<file path="src/rtl/mc_proc_pkg.sv">
// Shared opcodes, function codes, instruction layout and FSM states for the multi-cycle core.
package mc_proc_pkg;

  localparam logic [3:0] OP_ALUR  = 4'b0000;
  localparam logic [3:0] OP_ALUI  = 4'b1000;
  localparam logic [3:0] OP_CMPR  = 4'b0010;
  localparam logic [3:0] OP_CMPI  = 4'b1010;
  localparam logic [3:0] OP_BCOND = 4'b0110;
  localparam logic [3:0] OP_SW    = 4'b0101;
  localparam logic [3:0] OP_LW    = 4'b1001;
  localparam logic [3:0] OP_JAL   = 4'b1011;

  localparam logic [3:0] FN_ADD = 4'b0000;
  localparam logic [3:0] FN_SUB = 4'b0001;
  localparam logic [3:0] FN_AND = 4'b0100;
  localparam logic [3:0] FN_OR  = 4'b0101;
  localparam logic [3:0] FN_XOR = 4'b0110;

  localparam logic [3:0] FN_F   = 4'b0000;
  localparam logic [3:0] FN_EQ  = 4'b0001;
  localparam logic [3:0] FN_LT  = 4'b0010;
  localparam logic [3:0] FN_LTE = 4'b0011;
  localparam logic [3:0] FN_T   = 4'b1000;
  localparam logic [3:0] FN_NE  = 4'b1001;
  localparam logic [3:0] FN_GTE = 4'b1010;
  localparam logic [3:0] FN_GT  = 4'b1011;

  localparam int OP_LSB  = 28;
  localparam int FN_LSB  = 24;
  localparam int RD_LSB  = 20;
  localparam int RS1_LSB = 16;
  localparam int RS2_LSB = 12;

  // Field order mirrors the LSB positions above; rs2 overlays imm[15:12].
  typedef struct packed {
    logic [3:0]  op;
    logic [3:0]  fn;
    logic [3:0]  rd;
    logic [3:0]  rs1;
    logic [15:0] imm;
  } inst_t;

  typedef enum logic [2:0] {
    S_FETCH, S_DECODE, S_EXEC, S_MEM, S_WB, S_HALT
  } state_e;

  function automatic logic op_known(input logic [3:0] op);
    case (op)
      OP_ALUR, OP_ALUI, OP_CMPR, OP_CMPI,
      OP_BCOND, OP_SW, OP_LW, OP_JAL: op_known = 1'b1;
      default:                        op_known = 1'b0;
    endcase
  endfunction

  function automatic logic writes_rd(input logic [3:0] op);
    case (op)
      OP_ALUR, OP_ALUI, OP_CMPR, OP_CMPI, OP_LW, OP_JAL: writes_rd = 1'b1;
      default:                                          writes_rd = 1'b0;
    endcase
  endfunction

endpackage

</file>
<file path="src/rtl/mc_proc_alu.sv">
// Combinational ALU and signed compare unit; unknown function codes yield 0.
module mc_proc_alu
  import mc_proc_pkg::*;
#(
  parameter int DBITS = 32
) (
  input  logic [DBITS-1:0] a,
  input  logic [DBITS-1:0] b,
  input  logic [3:0]       fn,
  input  logic             is_cmp,
  output logic [DBITS-1:0] y
);

  logic eq, lt;

  assign eq = (a == b);
  assign lt = ($signed(a) < $signed(b));

  always_comb begin
    y = '0;
    if (is_cmp) begin
      case (fn)
        FN_F:    y[0] = 1'b0;
        FN_EQ:   y[0] = eq;
        FN_LT:   y[0] = lt;
        FN_LTE:  y[0] = lt | eq;
        FN_T:    y[0] = 1'b1;
        FN_NE:   y[0] = ~eq;
        FN_GTE:  y[0] = ~lt;
        FN_GT:   y[0] = ~(lt | eq);
        default: y    = '0;
      endcase
    end else begin
      case (fn)
        FN_ADD:  y = a + b;
        FN_SUB:  y = a - b;
        FN_AND:  y = a & b;
        FN_OR:   y = a | b;
        FN_XOR:  y = a ^ b;
        default: y = '0;
      endcase
    end
  end

endmodule

</file>
<file path="src/rtl/mc_proc_core.sv">
// Multi-cycle FETCH/DECODE/EXEC/MEM/WB core with req/ack memory ports.
// Define MC_PROC_CORE_ILLEGAL_TRAP_EN to halt on an undefined opcode instead of treating it as a NOP.
module mc_proc_core
  import mc_proc_pkg::*;
#(
  parameter int               DBITS               = 32,
  parameter int               REG_INDEX_BIT_WIDTH = 4,
  parameter logic [DBITS-1:0] START_PC            = 'h40,
  parameter int               INST_SIZE           = 4
) (
  input  logic             clk,
  input  logic             reset,
  output logic             imem_req,
  output logic [DBITS-1:0] imem_addr,
  input  logic             imem_ack,
  input  logic [31:0]      imem_rdata,
  output logic             dmem_req,
  output logic             dmem_we,
  output logic [DBITS-1:0] dmem_addr,
  output logic [DBITS-1:0] dmem_wdata,
  input  logic             dmem_ack,
  input  logic [DBITS-1:0] dmem_rdata,
  output logic [DBITS-1:0] pc_out,
  output logic             retired,
  output logic             halted
);

  localparam int RIW  = REG_INDEX_BIT_WIDTH;
  localparam int NREG = 1 << RIW;

  state_e           state_q, state_d;
  logic [DBITS-1:0] pc_q, pc_d;
  inst_t            ir_q, ir_d;
  logic [DBITS-1:0] a_q, a_d;
  logic [DBITS-1:0] b_q, b_d;
  logic [DBITS-1:0] res_q, res_d;
  logic [DBITS-1:0] npc_q, npc_d;
  logic [DBITS-1:0] rf_q [NREG];
  logic [DBITS-1:0] rf_d [NREG];

  logic [RIW-1:0]   rd_idx, rs1_idx, rs2_idx;
  logic [DBITS-1:0] simm, off, pc_plus;
  logic [DBITS-1:0] alu_b, alu_y;
  logic [3:0]       alu_fn;
  logic             alu_cmp, reg_b, is_mem, taken;

  assign rd_idx  = RIW'(ir_q.rd);
  assign rs1_idx = RIW'(ir_q.rs1);
  assign rs2_idx = RIW'(ir_q.imm[RS2_LSB+3:RS2_LSB]);

  assign simm    = {{(DBITS-16){ir_q.imm[15]}}, ir_q.imm};
  assign off     = {simm[DBITS-3:0], 2'b00};
  assign pc_plus = pc_q + DBITS'(INST_SIZE);

  assign reg_b   = (ir_q.op == OP_ALUR) || (ir_q.op == OP_CMPR) || (ir_q.op == OP_BCOND);
  assign alu_cmp = (ir_q.op == OP_CMPR) || (ir_q.op == OP_CMPI) || (ir_q.op == OP_BCOND);
  assign is_mem  = (ir_q.op == OP_SW) || (ir_q.op == OP_LW);
  // Loads and stores reuse the adder for the effective address.
  assign alu_fn  = is_mem ? FN_ADD : ir_q.fn;
  assign alu_b   = reg_b ? b_q : simm;
  assign taken   = (ir_q.op == OP_BCOND) && alu_y[0];

  mc_proc_alu #(.DBITS(DBITS)) u_alu (
    .a      (a_q),
    .b      (alu_b),
    .fn     (alu_fn),
    .is_cmp (alu_cmp),
    .y      (alu_y)
  );

  always_comb begin
    state_d = state_q;
    pc_d    = pc_q;
    ir_d    = ir_q;
    a_d     = a_q;
    b_d     = b_q;
    res_d   = res_q;
    npc_d   = npc_q;
    rf_d    = rf_q;
    case (state_q)
      S_FETCH: begin
        if (imem_ack) begin
          ir_d    = inst_t'(imem_rdata);
          state_d = S_DECODE;
        end
      end
      S_DECODE: begin
        // Stores carry their data register in the rd/rt slot.
        a_d     = rf_q[rs1_idx];
        b_d     = (ir_q.op == OP_SW) ? rf_q[rd_idx] : rf_q[rs2_idx];
        state_d = S_EXEC;
      end
      S_EXEC: begin
        res_d = (ir_q.op == OP_JAL) ? pc_plus : alu_y;
        if (ir_q.op == OP_JAL)
          npc_d = a_q + off;
        else if (taken)
          npc_d = pc_plus + off;
        else
          npc_d = pc_plus;
        if (is_mem)
          state_d = S_MEM;
`ifdef MC_PROC_CORE_ILLEGAL_TRAP_EN
        else if (!op_known(ir_q.op))
          state_d = S_HALT;
`endif
        else
          state_d = S_WB;
      end
      S_MEM: begin
        if (dmem_ack) begin
          if (ir_q.op == OP_SW) begin
            pc_d    = npc_q;
            state_d = S_FETCH;
          end else begin
            res_d   = dmem_rdata;
            state_d = S_WB;
          end
        end
      end
      S_WB: begin
        if (writes_rd(ir_q.op))
          rf_d[rd_idx] = res_q;
        pc_d    = npc_q;
        state_d = S_FETCH;
      end
      S_HALT:  state_d = S_HALT;
      default: state_d = S_FETCH;
    endcase
  end

  always_ff @(posedge clk or negedge reset) begin
    if (!reset) begin
      state_q <= S_FETCH;
      pc_q    <= START_PC;
      ir_q    <= '0;
      a_q     <= '0;
      b_q     <= '0;
      res_q   <= '0;
      npc_q   <= '0;
      for (int i = 0; i < NREG; i++) rf_q[i] <= '0;
    end else begin
      state_q <= state_d;
      pc_q    <= pc_d;
      ir_q    <= ir_d;
      a_q     <= a_d;
      b_q     <= b_d;
      res_q   <= res_d;
      npc_q   <= npc_d;
      rf_q    <= rf_d;
    end
  end

  // Gating with reset keeps the fetch request low while reset is held.
  assign imem_req   = reset && (state_q == S_FETCH);
  assign imem_addr  = pc_q;
  assign dmem_req   = (state_q == S_MEM);
  assign dmem_we    = (state_q == S_MEM) && (ir_q.op == OP_SW);
  assign dmem_addr  = res_q;
  assign dmem_wdata = b_q;
  assign pc_out     = pc_q;
  assign retired    = (state_q == S_WB) || (dmem_we && dmem_ack);

`ifdef MC_PROC_CORE_ILLEGAL_TRAP_EN
  assign halted = (state_q == S_HALT);
`else
  assign halted = 1'b0;
`endif

endmodule

</file>
<file path="config.mk">
export PLATFORM = sky130hd
export DESIGN_NAME = mc_proc_core
export DESIGN_NICKNAME = d
export VERILOG_FILES = /design/src/rtl/mc_proc_pkg.sv /design/src/rtl/mc_proc_alu.sv /design/src/rtl/mc_proc_core.sv
export SDC_FILE = /design/constraint.sdc
export NUM_CORES = 2
export LEC_CHECK = 0
export BUFFER_PORTS_ARGS = -buffer_cell sky130_fd_sc_hd__buf_4
export CORE_UTILIZATION = 44
export CTS_BUF_LIST = sky130_fd_sc_hd__clkbuf_8
export CTS_CLUSTER_DIAMETER = 30
export CTS_CLUSTER_SIZE = 40
export DETAILED_ROUTE_END_ITERATION = 10
export SLEW_MARGIN = 20
export SYNTH_ARGS = -nofsm -noshare
export SYNTH_HDL_FRONTEND = slang
export SYNTH_SLANG_ARGS = --single-unit
export TNS_END_PERCENT = 50
</file>
<file path="constraint.sdc">
create_clock -name clk -period 7.87 [get_ports clk]
set_input_delay 1.574 -clock clk [delete_from_list [all_inputs] [get_ports clk]]
set_output_delay 1.574 -clock clk [all_outputs]
set_load 0.005 [all_outputs]
</file>
======== Word level (Yosys, flattened, before mapping) ========
Cells that the tools add are included.
storage, ports and cells
  bits in registers ....................... 707
  bits in latches ......................... 0
  memory bits (writable) .................. 0
  bits in read-only memories .............. 0
  input bits .............................. 68
  output and inout port bits .............. 133
  word-level logic and storage cells ...... 130
  memories kept ........................... 0
operators by class
  add/sub/neg operators ................... 5
  $mul .................................... 0
  div/mod/pow operators ................... 0
  magnitude comparators ................... 5
  equal/unequal tests ..................... 27
  shift operators ......................... 0
  muxes and demuxes ....................... 34
  bitwise gates (word level) .............. 10
  reduce and logical (&&, ||, !) cells .... 22
operators with widths
  cell                     number
  $mux W32                 17
  $bwmux W512              1
  $bmux W32 S4             3
  $pmux W32 S5             1
  $demux W32 S4            1
  $pmux W32 S2             2
  $add A32 B32 Y32         3
  $add A32 B3 Y32 const B  1
  $and A32 B32 Y32         1
  $eq A32 B32 Y1           1
  $eq A4 B4 Y1 const B     8
  $lt A32 B32 Y1           1
  $or A32 B32 Y32          1
  $sub A32 B32 Y32         1
  $xor A32 B32 Y32         1
  $eq A4 B3 Y1 const B     5
  $ge A5 B5 Y1 const B     3
  $not A4 Y5               3
  $pmux W3 S5              1
  $eq A4 B2 Y1 const B     3
  $mux W3                  4
  $logic_not A4 Y1         2
  $pmux W1 S7              1
  $eq A3 B2 Y1 const B     2
  17 further kinds         36

======== Longest topological paths before layout ========
  word-level depth ........................ 12
  gate-level depth with buffers ........... 21
  gate-level depth less buffers ........... 19

======== By module ========
From an unflattened synthesis, not the netlist that was laid out.
unflattened totals
  cells, all modules ...................... 3976
  area, all modules ....................... 48352.6 µm²
by module, submodules not included
  module        instances  cells an instance  area each (µm²)  seq. area each (µm²)
  mc_proc_core  1          3138               43131.4          17693.2
  mc_proc_alu   1          838                5221.3           0.0

======== Least setup slack after synthesis ========
Ideal clock, no wire load.
  path type ............................... register -> register
  from .................................... reg ir_q[15] (netlist bit)
  to ...................................... reg npc_q[28]
  library setup time ...................... 126 ps
  arrival time ............................ 4789 ps
  required time ........................... 7744 ps
  slack ................................... 2955 ps
  cell stages (with the launch flop) ...... 21
  path buffers ............................ 5
  period minus slack after synthesis ...... 4915 ps
  cell sequence ........................... dfrtp_1 > clkbuf_1 > nor2b_1 > clkbuf_1 > clkbuf_1 > a21o_1 > inv_1 > ha_1 > clkbuf_1 > inv_1 > a21oi_1 > o31ai_1 > o311ai_0 > nand2_1 > a2111oi_0 > a211o_1 > nand4_4 > buf_6 > nand2_1 > o21ai_0 > a221o_1
between the ends
  longest elaborated chain between the ends .. 9
  elaborated cells between the ends (all ways) .. 14
  classes of those cells .................. add/sub (2); order compare (1); eq/ne (1); mux (5); bitwise (4); reduce/logical (1)
ends and longest elaborated chain
  element                                                  RTL line                              RTL
  start: declaration                                       mc_proc_core.sv:33                    inst_t ir_q, ir_d;
  start signal: assignment                                 mc_proc_core.sv:145                   ir_q <= ir_d;
  $mux W32                                                 mc_proc_core.sv:60                    assign alu_b = reg_b ? b_q : simm;
  $lt A32 B32 Y1 / $eq A32 B32 Y1 (equally long branches)  mc_proc_alu.sv:17, mc_proc_alu.sv:16
  $or A1 B1 Y1                                             mc_proc_alu.sv:26, mc_proc_alu.sv:30
  $not A1 Y1                                               mc_proc_alu.sv:30                     FN_GT: y[0] = ~(lt | eq);
  $pmux W1 S7                                              mc_proc_alu.sv:22                     case (fn)
  $mux W32                                                 mc_proc_alu.sv:21                     if (is_cmp) begin
  $logic_and A1 B1 Y1                                      mc_proc_core.sv:61                    assign taken = (ir_q.op == OP_BCOND) && alu_y[0];
  $mux W32                                                 mc_proc_core.sv:97                    else if (taken)
  $mux W32 *                                               mc_proc_core.sv:95                    if (ir_q.op == OP_JAL)
  end signal: assignment                                   mc_proc_core.sv:149                   npc_q <= npc_d;
  end: declaration                                         mc_proc_core.sv:37                    logic [DBITS-1:0] npc_q, npc_d;
Mark *: on every way between the ends. The rest lies on a longest branch, timed or not.
A chain may end at the register's enable or synchronous reset.

======== Final worst setup path ========
  from .................................... reg ir_q[29] (netlist bit)
  to ...................................... reg res_q[21] (netlist: dmem_addr[21])
between the ends
  longest elaborated chain between the ends .. 9
  elaborated cells between the ends (all ways) .. 30
  classes of those cells .................. add/sub (2); eq/ne (11); mux (6); bitwise (3); reduce/logical (8)
ends and longest elaborated chain
  element                                                  RTL line                                RTL
  $eq A4 B2 Y1 / $logic_not A4 Y1 (equally long branches)  mc_proc_core.sv:55, mc_proc_core.sv:56
  $logic_or A1 B1 Y1 (2 in a row)                          mc_proc_core.sv:55                      assign reg_b = (ir_q.op == OP_ALUR) || (ir_q.op == OP_CMPR) || (ir_q.op == OP_BCOND);
  $mux W32                                                 mc_proc_core.sv:60
  $sub A32 B32 Y32 (tied with other cells)                 mc_proc_alu.sv:36                       FN_SUB: y = a - b;
  $pmux W32 S5                                             mc_proc_alu.sv:34                       case (fn)
  $mux W32                                                 mc_proc_alu.sv:21
  $mux W32                                                 mc_proc_core.sv:94                      res_d = (ir_q.op == OP_JAL) ? pc_plus : alu_y;
  $pmux W32 S2                                             mc_proc_core.sv:80                      case (state_q)
  end signal: assignment                                   mc_proc_core.sv:148                     res_q <= res_d;
  end: declaration                                         mc_proc_core.sv:36                      logic [DBITS-1:0] res_q, res_d;
Parallel ways exist; a longest one is shown, timed or not.

==> flow_metrics.py <==
metrics = {
    "power": {
        "swShare": 0.2329,
        "p_int_w": 0.006542,
        "seq_power_share": 0.427,
        "max-vdd-ir-drop_mv": 0.1154,
        "p_leak_nw": 23.67,
        "switching_power_w": 0.001987,
        "power.density_mw_per_mm2": 157.4,
        "power_frac_comb": 0.013,
        "finalPower_w": 0.008529,
        "p_clk_frac": 0.560,
    },
    "worst_setup_path": {
        "critPathLaunch": "ir_q[29]",
        "cp.arrival_ns": 6.28,
        "r2r-start": "ir_q[29]",
        "crit_fanout": 10,
        "startpoint_type": "register",
        "path_class": "register to register",
        "reg2reg_depth": 16,
        "r2r-end": "dmem_addr[21]",
        "required_ns": 8.56,
        "crit_path_end_kind": "register",
        "rrSetupSlack_ns": 2.28,
    },
    "sta": {
        "fin_hold_ws_ns": 0.4634,
        "min_period_ns": 5.590,
        "fin_setup_tns_ns": 0,
        "finalClockSkew_ns": 0.03189,
        "final-setup-viol-count": 0,
        "drv_slew": 0,
        "hold_viol": 0,
        "max_freq_mhz": 178.9,
        "slew_headroom": 0.2069,
        "grt_setup_unrepaired": "false",
        "finalCritPeriodShare": 0.7103,
        "tightest_slew_ns": 1.190,
    },
    "yosys": {
        "syn_nets": 4085,
        "synth_compound_area_frac": 0.09771,
        "synthAdderAreaFrac": 0.04231,
        "syn_area_per_cell_sq_um": 12.37,
        "synth_xor_area_frac": 0.01560,
        "ys_types": 87,
        "synth_ff_type": "dfrtp_1",
        "synth_top_cell_area_share": 0.3702,
        "ys_seq_area_frac": 0.3707,
        "synth_top_family_by_area": "multiplexers",
        "yosys.area.top_type": "dfrtp_1",
        "synth-seq-cells": 707,
        "ys_top_cells_by_area": "dfrtp_1, mux4_2, mux2_2, ha_1, a21oi_1",
        "synth_mux_area_frac": 0.3781,
        "synthSimpleGateAreaFrac": 0.05461,
        "netlist_instances": 3858,
        "yosys_warnings": 0,
        "synth_edf_count": 0,
        "async_reset_ff_frac": 1.000,
        "synth_area_sq_mm": 0.04772,
    },
    "route": {
        "drt-initial-drc-count": 3278,
        "drc_errors": 0,
        "viasPerCell": 6.452,
        "routedWlPerCell_um": 28.67,
        "dr_total_vias": 35490,
        "ant_nets": 0,
        "wl_mm": 157.7,
        "dr.pass1.iters": 8,
    },
    "finish": {
        "area_growth_pct": 13.53,
        "final_layout_size_suffix_gt1_frac": 0.4138,
        "finalNetCount": 4185,
        "fin_area_sq_mm": 0.05418,
        "fin_util": 0.5047,
    },
    "global_routing": {
        "grt_pass1_vias": 35680,
        "grt_max_degree": 174,
        "antenna_found_initial": 1,
        "grt_pass1_wl_mm": 237.5,
        "grt_use_total": 0.2890,
        "globalRouteOverflowTotal": 0,
    },
    "run": {
        "drv_cap": 0,
    },
    "clocking": {
        "clk_pin_slew_ns": 0.05,
        "clk-insertion-delay-late_ns": 0.85,
        "cts_setup_buffers": 0,
        "cts.sinks": 707,
        "cts_tree": "built",
        "cts_buffer_depth": 3,
        "cts-root-buf": "clkbuf_8",
        "cts-resized-gates": 0,
        "cts_buffers": 163,
        "cts.htree.levels": 4,
        "postCtsHoldBufs": 0,
    },
    "min_path": {
        "whs_endpoint": "npc_q[9]",
        "hp-start": "npc_q[9]",
        "hold_path_depth": 2,
        "hold_class": "register to register",
    },
    "die": {
        "die_area_sq_mm": 0.1098,
        "die_w_um": 331.3,
        "die_h_um": 331.3,
        "ioPinCount": 201,
        "start_util": 0.4446,
        "num_rows": 120,
        "core_area_sq_mm": 0.1074,
    },
    "status": {
        "status": "completed",
    },
    "placed_design": {
        "postPlaceCellArea_sq_mm": 0.05036,
        "io_buffers": 199,
        "dp_hpwl_mm": 102.7,
        "place.gp.congestion": 0.9512,
    },
}
worst max-delay path, cell delays in order, from the launching register on:
cell      delay (ns)
dfrtp_1         0.42
inv_1           0.15
a211oi_4        0.61
buf_8           0.24
mux2_2          0.36
inv_1           0.08
ha_1            0.35
or4_4           0.58
or2_4           0.27
o41ai_2         0.71
a31oi_1         0.26
a211oi_1        0.42
a211o_1         0.23
o221ai_1        0.11
a21boi_0        0.15
a221oi_1        0.38
o31ai_1         0.10
layout by cell type (no fill, tap or decap), types with 16 or more instances in the layout:
cell type and n:
nor2_1 171, a31oi_1 31, clkinvlp_4 21, mux4_2 480, nor3_1 30, bufinv_16 18
buf_4 277, mux2_2 590, o21a_1 18, o22ai_1 28, inv_1 153, ha_1 155
nand2_1 187, xor2_1 38, mux2i_1 59, clkbuf_8 194, a211oi_1 28, nand2b_1 20
nand3_1 38, a21oi_1 203, clkinv_2 21, or3_1 16, a21o_1 55, xnor2_1 47
o21ai_0 185, nor2b_1 20, dfrtp_1 694, a221oi_1 23
power by group through the flow:
stage / clock network, W / logic (W) / registers [W]
final: 0.00478 / 0.000112 / 0.00364
after global routing: 0.00505 / 0.000129 / 0.00364
after CTS: 0.00486 / 0.000117 / 0.00364
after detailed placement: 0 / 0.000117 / 0.00370
after global placement: 0 / 0.000117 / 0.00370
after floorplan: 0 / 0.00000178 / 0.00370
worst max path at each step:
stage | to | slack (ns) | depth (start not counted)
after floorplan | npc_q[28] | 2.95 | 20
after global placement | npc_q[22] | 2.25 | 16
after detailed placement | dmem_addr[21] | 2.14 | 15
after CTS | dmem_addr[21] | 2.12 | 15
after global routing | npc_q[27] | 2.07 | 19
final | dmem_addr[21] | 2.28 | 16
area by class of cell:
class | instances | area [sq um]
antenna | 3 | 7.507
clock buffer | 194 | 2670
clock inverter | 107 | 1100
fill | 9399 | 53170
inverter | 127 | 476.7
multi-input combinational | 2675 | 28220
sequential | 707 | 17730
tap | 1403 | 1755
timing repair buffer | 284 | 2217
logic make-up (layout without fill, tap and decap cells):
group,after synthesis,after routing
AOI/OAI and AO/OA,730,730
xor gates and xnor gates,85,85
adders and majority gates,159,159
buffers and inverters,476,712
DFF,707,707
muxes,1129,1129
other,1,4
and+or+nand+nor,571,571
layer usage:
layer	track usage	share of wire	vias up
met4	0.1146	0.035	0
met1	0.3968	0.42	18450
met3	0.06630	0.089	323
met2	0.4446	0.46	1678
met5	0	0	-
li1	-	-	15040
sequential cells by signal, indices dropped and copies added (netlist names):
name	flops
rd_idx	4
dmem_addr	32
ir_q	24
dmem_wdata	32
rf_q	512
npc_q	32
imem_addr	32
rs1_idx	4
state_q	3
a_q	32
synth_stat cells, drive strengths merged (10+ instances only):
cell / instances
o21bai: 15
and2: 10
o31ai: 15
nor2b: 20
o221ai: 12
buf: 109
a21o: 57
dfrtp: 706
xnor2: 47
a221o: 10
xor2: 38
a22oi: 12
and3: 16
nor3: 32
mux2i: 59
ha: 155
a21oi: 205
a31oi: 31
a211o: 10
mux4: 480
nand3: 40
mux2: 590
a211oi: 30
inv: 126
o22ai: 29
nand2: 189
nand2b: 20
a221oi: 23
o21ai: 188
nand4: 14
clkbuf: 240
nor2: 182
or3: 17
o211ai: 15
o21a: 18
metrics by stage:
stage | setup slack (ns) | std cells
floorplan | 2.955 | 3858
global placement | 2.251 | 5194
detailed placement | 2.144 | 5194
CTS | 2.121 | 5495
global route | 2.069 | 5498
finish | 2.280 | 5500
No activity file was read; power rests on OpenSTA's default activity.
